### src/rtl/sipo.sv
// Serial-in, parallel-out deserializer with a single-entry valid/ready holding
// register and a sticky overrun flag for words dropped under backpressure.
module sipo #(
  parameter int unsigned DATA_WIDTH = 8,
  parameter string       DIRECTION  = "msb_first"
) (
  input  logic                  clk_i,
  input  logic                  a_rst_i,
  input  logic                  en_i,
  input  logic                  clr_i,
  input  logic                  data_valid_i,
  input  logic                  data_i,
  input  logic                  ready_i,
  output logic                  data_valid_o,
  output logic [DATA_WIDTH-1:0] data_o,
  output logic                  busy_o,
  output logic                  overrun_o
);

  localparam int unsigned W  = DATA_WIDTH;
  localparam int unsigned CW = $clog2(DATA_WIDTH);

  logic [W-1:0]  shreg_q, shreg_d;
  logic [CW-1:0] cnt_q, cnt_d;
  logic [W-1:0]  data_q, data_d;
  logic          vld_q, vld_d;
  logic          busy_q, busy_d;
  logic          ovr_q, ovr_d;

  logic [W-1:0]  shifted_c;
  logic          accept_c;
  logic          last_c;
  logic          word_done_c;
  logic          hold_free_c;

  // Parameter legality and bit-order selection, resolved at elaboration.
  generate
    if (W < 2 || !(DIRECTION == "msb_first" || DIRECTION == "lsb_first")) begin : g_bad_param
      $error("sipo: DATA_WIDTH must be >= 2 and DIRECTION msb_first or lsb_first");
    end
    if (DIRECTION == "lsb_first") begin : g_lsb_first
      assign shifted_c = {data_i, shreg_q[W-1:1]};
    end else begin : g_msb_first
      assign shifted_c = {shreg_q[W-2:0], data_i};
    end
  endgenerate

  // Next-state: clear beats an accepted bit; a completing word loads only into a free holder.
  always_comb begin
    shreg_d     = shreg_q;
    cnt_d       = cnt_q;
    data_d      = data_q;
    vld_d       = vld_q;
    ovr_d       = ovr_q;

    accept_c    = en_i && data_valid_i && !clr_i;
    last_c      = (cnt_q == CW'(W - 1));
    word_done_c = accept_c && last_c;
    hold_free_c = !vld_q || ready_i;

    if (clr_i) begin
      shreg_d = '0;
      cnt_d   = '0;
      ovr_d   = 1'b0;
    end else if (accept_c) begin
      shreg_d = shifted_c;
      cnt_d   = last_c ? '0 : cnt_q + CW'(1);
    end

    if (vld_q && ready_i) begin
      vld_d = 1'b0;
    end

    if (word_done_c) begin
      if (hold_free_c) begin
        vld_d  = 1'b1;
        data_d = shifted_c;
      end else begin
        ovr_d  = 1'b1;
      end
    end

    busy_d = (cnt_d != '0);
  end

  always_ff @(posedge clk_i or posedge a_rst_i) begin
    if (a_rst_i) begin
      shreg_q <= '0;
      cnt_q   <= '0;
      data_q  <= '0;
      vld_q   <= 1'b0;
      busy_q  <= 1'b0;
      ovr_q   <= 1'b0;
    end else begin
      shreg_q <= shreg_d;
      cnt_q   <= cnt_d;
      data_q  <= data_d;
      vld_q   <= vld_d;
      busy_q  <= busy_d;
      ovr_q   <= ovr_d;
    end
  end

  assign data_valid_o = vld_q;
  assign data_o       = data_q;
  assign busy_o       = busy_q;
  assign overrun_o    = ovr_q;

endmodule

### config.mk
export PLATFORM = sky130hd
export DESIGN_NAME = sipo
export DESIGN_NICKNAME = d
export VERILOG_FILES = /design/src/rtl/sipo.sv
export SDC_FILE = /design/constraint.sdc
export NUM_CORES = 1
export LEC_CHECK = 0
export CORE_AREA = 5 5 48 50
export DETAILED_ROUTE_END_ITERATION = 6
export DIE_AREA = 0 0 53 55
export HOLD_SLACK_MARGIN = 0.06
export PLACE_DENSITY = 0.83
export SLEW_MARGIN = 5
export SYNTH_ARGS = -nofsm -noshare
export SYNTH_HDL_FRONTEND = slang
export SYNTH_SLANG_ARGS = --single-unit
### constraint.sdc
create_clock -name clk_i -period 3.6 [get_ports clk_i]
set_input_delay 0.36 -clock clk_i [delete_from_list [all_inputs] [get_ports clk_i]]
set_output_delay 0.36 -clock clk_i [all_outputs]
set_load 0.02 [all_outputs]
# Yosys cells after proc, flatten, opt, wreduce, memory -nomap -nowiden

Index checks and enable logic that the tools add are counted.

Input port bits: 7
Logic and storage cells: 29
Register bits: 21
Output and inout port bits: 11

Eq/ne operators: 1
Muxes and demuxes: 11
Reductions and logical operators: 10
$add $sub $neg: 1

Operator list:

| kind                  | count |
|---|---|
| $mux W7               | 2 |
| $mux W3               | 3 |
| $mux W1               | 6 |
| $logic_and A1 B1 Y1   | 4 |
| $add A3 B1 Y3 const B | 1 |
| $eq A3 B3 Y1 const B  | 1 |
| $reduce_bool A3 Y1    | 1 |
| $logic_not A1 Y1      | 2 |
| $reduce_and A2 Y1     | 1 |
| $reduce_bool A2 Y1    | 1 |
| $logic_or A1 B1 Y1    | 1 |

# Longest topological paths before layout

Gate-level depths: netlist of run 1.

Word-level depth: 5
Depth in mapped cells: 5
Depth with buffers taken out: 5

# Worst setup path before layout of run 1

Ideal clock, no wire load.

Kind: flip-flop to flip-flop
From: register cnt_q[0]
To: register data_q[2], in the netlist data_o[2]
Buffers on the path: 0
Setup time: 0.125 ns
Data required time: 3.475 ns
Period minus slack after synthesis: 1.484 ns
Stages on the path, launching flop included: 6
Arrival: 1.360 ns
Slack: 2.116 ns
Path through: dfrtp_1 -> ha_1 -> ha_1 -> nand4b_4 -> nor2_8 -> mux2_2

Cells in the longest elaborated chain, start to end: 3

Ends and longest elaborated chain:

| item                        | line | source |
|---|---|---|
| start, declared             | 24   | `logic [CW-1:0] cnt_q, cnt_d;` |
| start signal, assigned      | 96   | `cnt_q <= cnt_d;` |
| $eq A3 B3 Y1                | 57   | `last_c = (cnt_q == CW'(W - 1));` |
| $logic_and A1 B1 Y1         | 58   | `word_done_c = accept_c && last_c;` |
| $reduce_and A2 Y1 (no line) | n/a  |  |
| end signal, assigned        | 97   | `data_q <= data_d;` |
| end, declared               | 25   | `logic [W-1:0] data_q, data_d;` |

Every way passes these cells.
A chain may end at the register's enable or synchronous reset.

# Worst setup path after layout of run 1

From: input port clr_i
To: register data_q[6], in the netlist data_o[6]

Cells in the longest elaborated chain, start to end: 4

Ends and longest elaborated chain:

| item                        | line | source |
|---|---|---|
| start, declared             | 10   | `input logic clr_i,` |
| $logic_not A1 Y1            | 56   | `accept_c = en_i && data_valid_i && !clr_i;` |
| $logic_and A1 B1 Y1         | 56   |  |
| $logic_and A1 B1 Y1         | 58   |  |
| $reduce_and A2 Y1 (no line) | n/a  |  |

Every way passes these cells.

==> results.json, run 1 <==
{
  "final_antenna_net_count": 0,
  "cp.required_ps": 3800,
  "maxCapViolations": 0,
  "ys_seq_elements": 21,
  "drt_iter0_markers": 10,
  "numCtsBuffers": 3,
  "crit_fanout": 13,
  "grt_util_all_layers_pct": 13.4,
  "grt_pass1_wl_um": 2730,
  "peakVddDrop_mv": 0.189,
  "port-buffer-count": 17,
  "clk_path_buf_depth": 2,
  "grt_pass1_vias": 626,
  "rsz0062_at_grt": "no",
  "antenna_found_initial": 0,
  "initial_core_util_pct": 47.6,
  "drc": 0,
  "powerDensity_mw_per_mm2": 343,
  "post-route-min-period_ps": 1650,
  "wirelength_um": 1590,
  "ctsHoldBuffers": 0,
  "postCtsResizedCells": 0,
  "insertion_delay_ps": 300,
  "postSynthAreaPerCell_um2": 11.5,
  "post-route-util_pct": 59.1,
  "crit_type": "in -> reg",
  "fp.dieH_um": 55,
  "fin_hold_ws_ps": 491,
  "dr.pass1.iters": 4,
  "clock_sinks": 21,
  "path_buf_inv": 1,
  "grt_overflow": 0,
  "fmax_mhz": 606,
  "max_slew_margin_pct": 47.5,
  "seq_area_frac_synth_pct": 59.3,
  "cpPeakStageDelay_ps": 640,
  "hold_viol": 0,
  "core_region_area_mm2": 0.00186,
  "yosysUniqueCellTypes": 19,
  "cts_root_buf": "clkbuf_4",
  "r2r_start": "cnt_q[0]$_DFF_PP0_",
  "startpoint_type": "input port",
  "power_w": 0.000377,
  "p_leak_nw": 0.520,
  "synthToLayoutAreaGrowth_pct": 24.3,
  "rows": 16,
  "pin_count": 18,
  "register_area_um2": 526,
  "syn_inst": 77,
  "worst_pin_slew_ps": 786,
  "min_path_type": "in -> async",
  "layout.nets": 105,
  "cts_setup_buffers": 0,
  "cp_cell_sequence": "clkdlybuf4s50_1, nand4b_4, nor2_8, mux2_2",
  "grt_max_degree": 22,
  "htreeDepth": 1,
  "end_kind": "flip-flop",
  "tns_ps": 0,
  "routed-via-count": 636,
  "nFillCells": 167,
  "drive_gt1_share_pct": 12.6,
  "viasPerCell": 5.21,
  "worstPathArrival_ps": 1850,
  "wl_per_cell_um": 13.0,
  "crit_start": "clr_i",
  "dp_slack_ps": 1630,
  "yosysWarnings": 0,
  "slowest_stage": "clkdlybuf4s50_1",
  "crit_family": "buffers and inverters",
  "layout_worst_path_cycle_share_pct": 45.8,
  "cts_tree": "built",
  "status": "finished clean",
  "fp.dieArea_mm2": 0.00292,
  "die_w_um": 53,
  "fin_skew_ps": 3.88,
  "drv_slew": 0,
  "clk_pin_slew_ps": 110,
  "multi_input_area_um2": 340,
  "mostFrequentLayoutCells": "nand2_1 (21), dfrtp_1 (21), clkdlybuf4s50_1 (17), a21oi_1 (10), mux2_2 (5)",
  "setup_viol": 0,
  "synth_nets": 86,
  "antennaDiodeCount": 0,
  "synth_area_um2": 886,
  "fin_ws_ps": 1950,
  "place.gp.congestion": 0.711
}
## where the power goes
part	leakage [nW]	total, W	internal (W)	switching, W
Combinational	0.211	0.0000269	0.0000107	0.0000162
Clock	0.0177	0.000110	0.0000414	0.0000687
Sequential	0.291	0.000240	0.000238	0.00000184
Total	0.520	0.000377	0.000291	0.0000867
## logic make-up after synthesis
group / Yosys count / synth area share [%]
mux: 8 / 10.2
fa+ha+maj: 2 / 2.82
compound gates: 11 / 6.36
flops: 21 / 59.3
buf+inv: 4 / 2.26
simple gates: 31 / 19.1
## layout make-up
cell class                 instances  area share (%)
tap                               27            3.07
clock inverter                     1           0.455
multi-input combinational         52            30.9
timing repair buffer              17            15.5
sequential                        21            47.7
clock buffer                       3            2.05
inverter                           1           0.341
## cell usage after synthesis
library cell   n  area (um^2)
nor2_8         1         20.0
a31oi_1        1         6.26
mux2_2         5         56.3
mux2_1         3         33.8
nand4b_4       1         23.8
dfrtp_1       21          526
nand2b_1       1         6.26
nor4_1         2         12.5
and2b_2        1         8.76
and2_1         1         6.26
buf_2          1         5.00
nand2_1       21         78.8
ha_1           2         25.0
nor3_1         1         5.00
clkbuf_1       1         3.75
a21oi_1       10         50.1
inv_1          1         3.75
buf_4          1         7.51
nor2_1         2         7.51
## path summary, 6_finish.rpt
check                                        end  slack, ps  depth (start not counted)
max                        data_o[6]$_DFFE_PP0P_       1950                          4
min                        data_o[2]$_DFFE_PP0P_        490                          2
max reg2reg                data_o[6]$_DFFE_PP0P_       2010                          5
min reg2reg                data_o[7]$_DFFE_PP0P_        500                          1
max in group asynchronous     cnt_q[2]$_DFF_PP0_       2620                          2
min in group clk_i         data_o[7]$_DFFE_PP0P_        500                          1
## metrics by stage
step | cell area (um^2) | instances
2_1_floorplan | 886 | 77
3_3_place_gp | 1070 | 118
3_5_place_dp | 1070 | 118
4_1_cts | 1100 | 122
5_1_grt | 1100 | 122
6_report | 1100 | 122
## metal layers
| metal | vias to the layer above | global-route usage (%) | wire length, um |
|---|---|---|---|
| met5 | - | 0 | 0 |
| met4 | 0 | 11.5 | 82 |
| met3 | 10 | 4.02 | 96 |
| met2 | 24 | 19.8 | 714 |
| met1 | 303 | 15.9 | 692 |
| li1 | 299 | - | - |
## flip-flops by register name, indices dropped and copies added (netlist names)
register,count
data_o,8
shreg_q,7
cnt_q,3
busy_o,1
data_valid_o,1
overrun_o,1
(Power assumes the default switching activity.)
==> inputs of run 2 (changes only) <==
--- a/config.mk
+++ b/config.mk
@@ -5,11 +5,11 @@
 export SDC_FILE = /design/constraint.sdc
 export NUM_CORES = 1
 export LEC_CHECK = 0
-export CORE_AREA = 5 5 48 50
+export CORE_AREA = 5 5 49 51
 export DETAILED_ROUTE_END_ITERATION = 6
-export DIE_AREA = 0 0 53 55
+export DIE_AREA = 0 0 54 56
 export HOLD_SLACK_MARGIN = 0.06
-export PLACE_DENSITY = 0.83
+export PLACE_DENSITY = 0.8
 export SLEW_MARGIN = 5
 export SYNTH_ARGS = -nofsm -noshare
 export SYNTH_HDL_FRONTEND = slang
==> constraint.sdc (replaced) <==
create_clock -name clk_i -period 1.65 [get_ports clk_i]
set_input_delay 0.165 -clock clk_i [delete_from_list [all_inputs] [get_ports clk_i]]
set_output_delay 0.165 -clock clk_i [all_outputs]
set_load 0.02 [all_outputs]
==> run 2 against run 1 <==
Routed wire length grew 8.2%. Clock skew grew 3.8 ps. Clock power rose by 120%. Highest routed layer unchanged. Setup slack worse by 1900 ps. Final cell count up 4.1%. Non-clock buffer count increased by 5. Clock-buffer cell count is the same. Global-route usage decreased by 0.24 points. Utilization increased by 1.4 points. Register-to-register slack worse by 1900 ps. First-iteration DRC count rose by 60%.
==> results.json, run 2 (synthesis results as in run 1) <==
{
  "status": "finished clean",
  "viasPerCell": 5.08,
  "startpoint_type": "flip-flop",
  "antennaDiodeCount": 0,
  "htreeDepth": 1,
  "post-route-util_pct": 60.5,
  "drv_slew": 0,
  "wl_per_cell_um": 13.5,
  "largest_reg_flops": 8,
  "setup_viol": 0,
  "layout_worst_path_cycle_share_pct": 94.6,
  "cts_root_buf": "clkbuf_4",
  "fin_skew_ps": 7.66,
  "layoutNonFillerInstCount": 127,
  "powerDensity_mw_per_mm2": 730,
  "dr.pass1.iters": 4,
  "max_slew_margin_pct": 83.0,
  "maxCapViolations": 0,
  "die_w_um": 54,
  "initial_core_util_pct": 46.6,
  "fp.dieH_um": 56,
  "post-route-min-period_ps": 1560,
  "mostFrequentLayoutCells": "nand2_1 (21), dfrtp_1 (21), clkdlybuf4s50_1 (17), a21oi_1 (10)",
  "end_kind": "flip-flop",
  "dp_hpwl_um": 1250,
  "place.gp.congestion": 0.728,
  "drive_gt1_share_pct": 18.0,
  "peakVddDrop_mv": 0.745,
  "dp.cells": 122,
  "cpPeakStageDelay_ps": 390,
  "port-buffer-count": 17,
  "fmax_mhz": 641,
  "grt_pass1_wl_um": 2940,
  "fin_ws_ps": 88.7,
  "drt_iter0_markers": 16,
  "tns_ps": 0,
  "clock_sinks": 21,
  "drc": 0,
  "grt_pass1_vias": 665,
  "grt_util_all_layers_pct": 13.2,
  "rsz0062_at_grt": "no",
  "rows": 16,
  "cts_tree": "built",
  "pin_count": 18,
  "grt_overflow": 0,
  "fp.dieArea_mm2": 0.00302,
  "crit_family": "flip-flops",
  "antenna_found_initial": 0,
  "crit_fanout": 8,
  "slowest_stage": "dfrtp_1",
  "cp.required_ps": 1850,
  "core_region_area_mm2": 0.00190,
  "p_leak_nw": 0.539,
  "worstPathArrival_ps": 1760,
  "cp_cell_sequence": "ha_1, ha_4, nand4b_4, nor2_8, mux2_2",
  "layout.nets": 110,
  "clk_path_buf_depth": 2,
  "worst_pin_slew_ps": 252,
  "insertion_delay_ps": 310,
  "min_path_type": "in -> async",
  "dp_slack_ps": 32.0,
  "final_antenna_net_count": 0,
  "routed-via-count": 645,
  "dpl_cell_area_mm2": 0.00110,
  "clk_pin_slew_ps": 120,
  "synthToLayoutAreaGrowth_pct": 29.9,
  "postLayoutCellArea_mm2": 0.00115,
  "wirelength_um": 1720,
  "path_buf_inv": 0,
  "crit_type": "reg -> reg",
  "hold_viol": 0,
  "nFillCells": 156,
  "numCtsBuffers": 3,
  "grt_max_degree": 22
}
==> run 2: tightest hold or removal path, cell delays in order <==
cell             delay (ps)
clkdlybuf4s50_1         390
inv_1                    60
buf_4                   270
==> run 2: routing by layer <==
| metal | GRT usage, % | routed length [um] | up-vias |
|---|---|---|---|
| li1 | - | - | 309 |
| met1 | 16.0 | 700 | 308 |
| met2 | 21.3 | 840 | 26 |
| met3 | 2.95 | 137 | 2 |
| met4 | 6.41 | 38 | 0 |
| met5 | 0 | 0 | - |
==> run 2: repair_timing <==
action | CTS | global route
endpoints found under the setup margin | 0 | 8
setup buffers | 0 | 1
gates resized for setup | 0 | 2
hold buffers | 0 | 0
==> run 2: where the power goes <==
group	internal [W]	switching [W]	total, W
combinational	0.0000319	0.0000388	0.0000706
sequential	0.000520	0.00000353	0.000524
clock	0.0000907	0.000156	0.000246
total	0.000643	0.000198	0.000840
==> run 2: path summary, 6_finish.rpt <==
path                                     endpoint  slack, ps             startpoint  depth (start not counted)
setup / recovery            data_o[3]$_DFFE_PP0P_         90     cnt_q[1]$_DFF_PP0_                          5
hold / removal              data_o[7]$_DFFE_PP0P_        170                a_rst_i                          3
setup reg to reg            data_o[3]$_DFFE_PP0P_         90     cnt_q[1]$_DFF_PP0_                          5
hold reg to reg             data_o[0]$_DFFE_PP0P_        500  data_o[0]$_DFFE_PP0P_                          1
min in group clk_i         shreg_q[0]$_DFFE_PP0P_        420                 data_i                          3
max in group asynchronous        busy_o$_DFF_PP0_       1260                a_rst_i                          3
==> run 2: stage by stage <==
| step | power [W] | hold slack, ps |
|---|---|---|
| 6_report | 0.000840 | 173 |
| 3_5_place_dp | 0.000602 | 478 |
| 5_1_grt | 0.000881 | 194 |
| 2_1_floorplan | 0.000567 | 142 |
| 4_1_cts | 0.000853 | 173 |
| 3_3_place_gp | 0.000600 | 481 |
==> run 2: cell type report <==
type	instances	area (um^2)	area share (%)
timing repair buffer	22	208	18.0
tap	27	33.8	2.93
clock buffer	3	22.5	1.96
sequential	21	526	45.7
multi-input combinational	52	353	30.7
inverter	1	3.75	0.326
clock inverter	1	5.00	0.435
==> inputs of run 3 (changes only) <==
--- a/config.mk
+++ b/config.mk
@@ -6,6 +6,7 @@
 export NUM_CORES = 1
 export LEC_CHECK = 0
 export CORE_AREA = 5 5 49 51
+export CTS_CLUSTER_SIZE = 28
 export DETAILED_ROUTE_END_ITERATION = 6
 export DIE_AREA = 0 0 54 56
 export HOLD_SLACK_MARGIN = 0.06
==> results of run 3 <==
Final layout, timing and power as in run 2 (identical DEF).
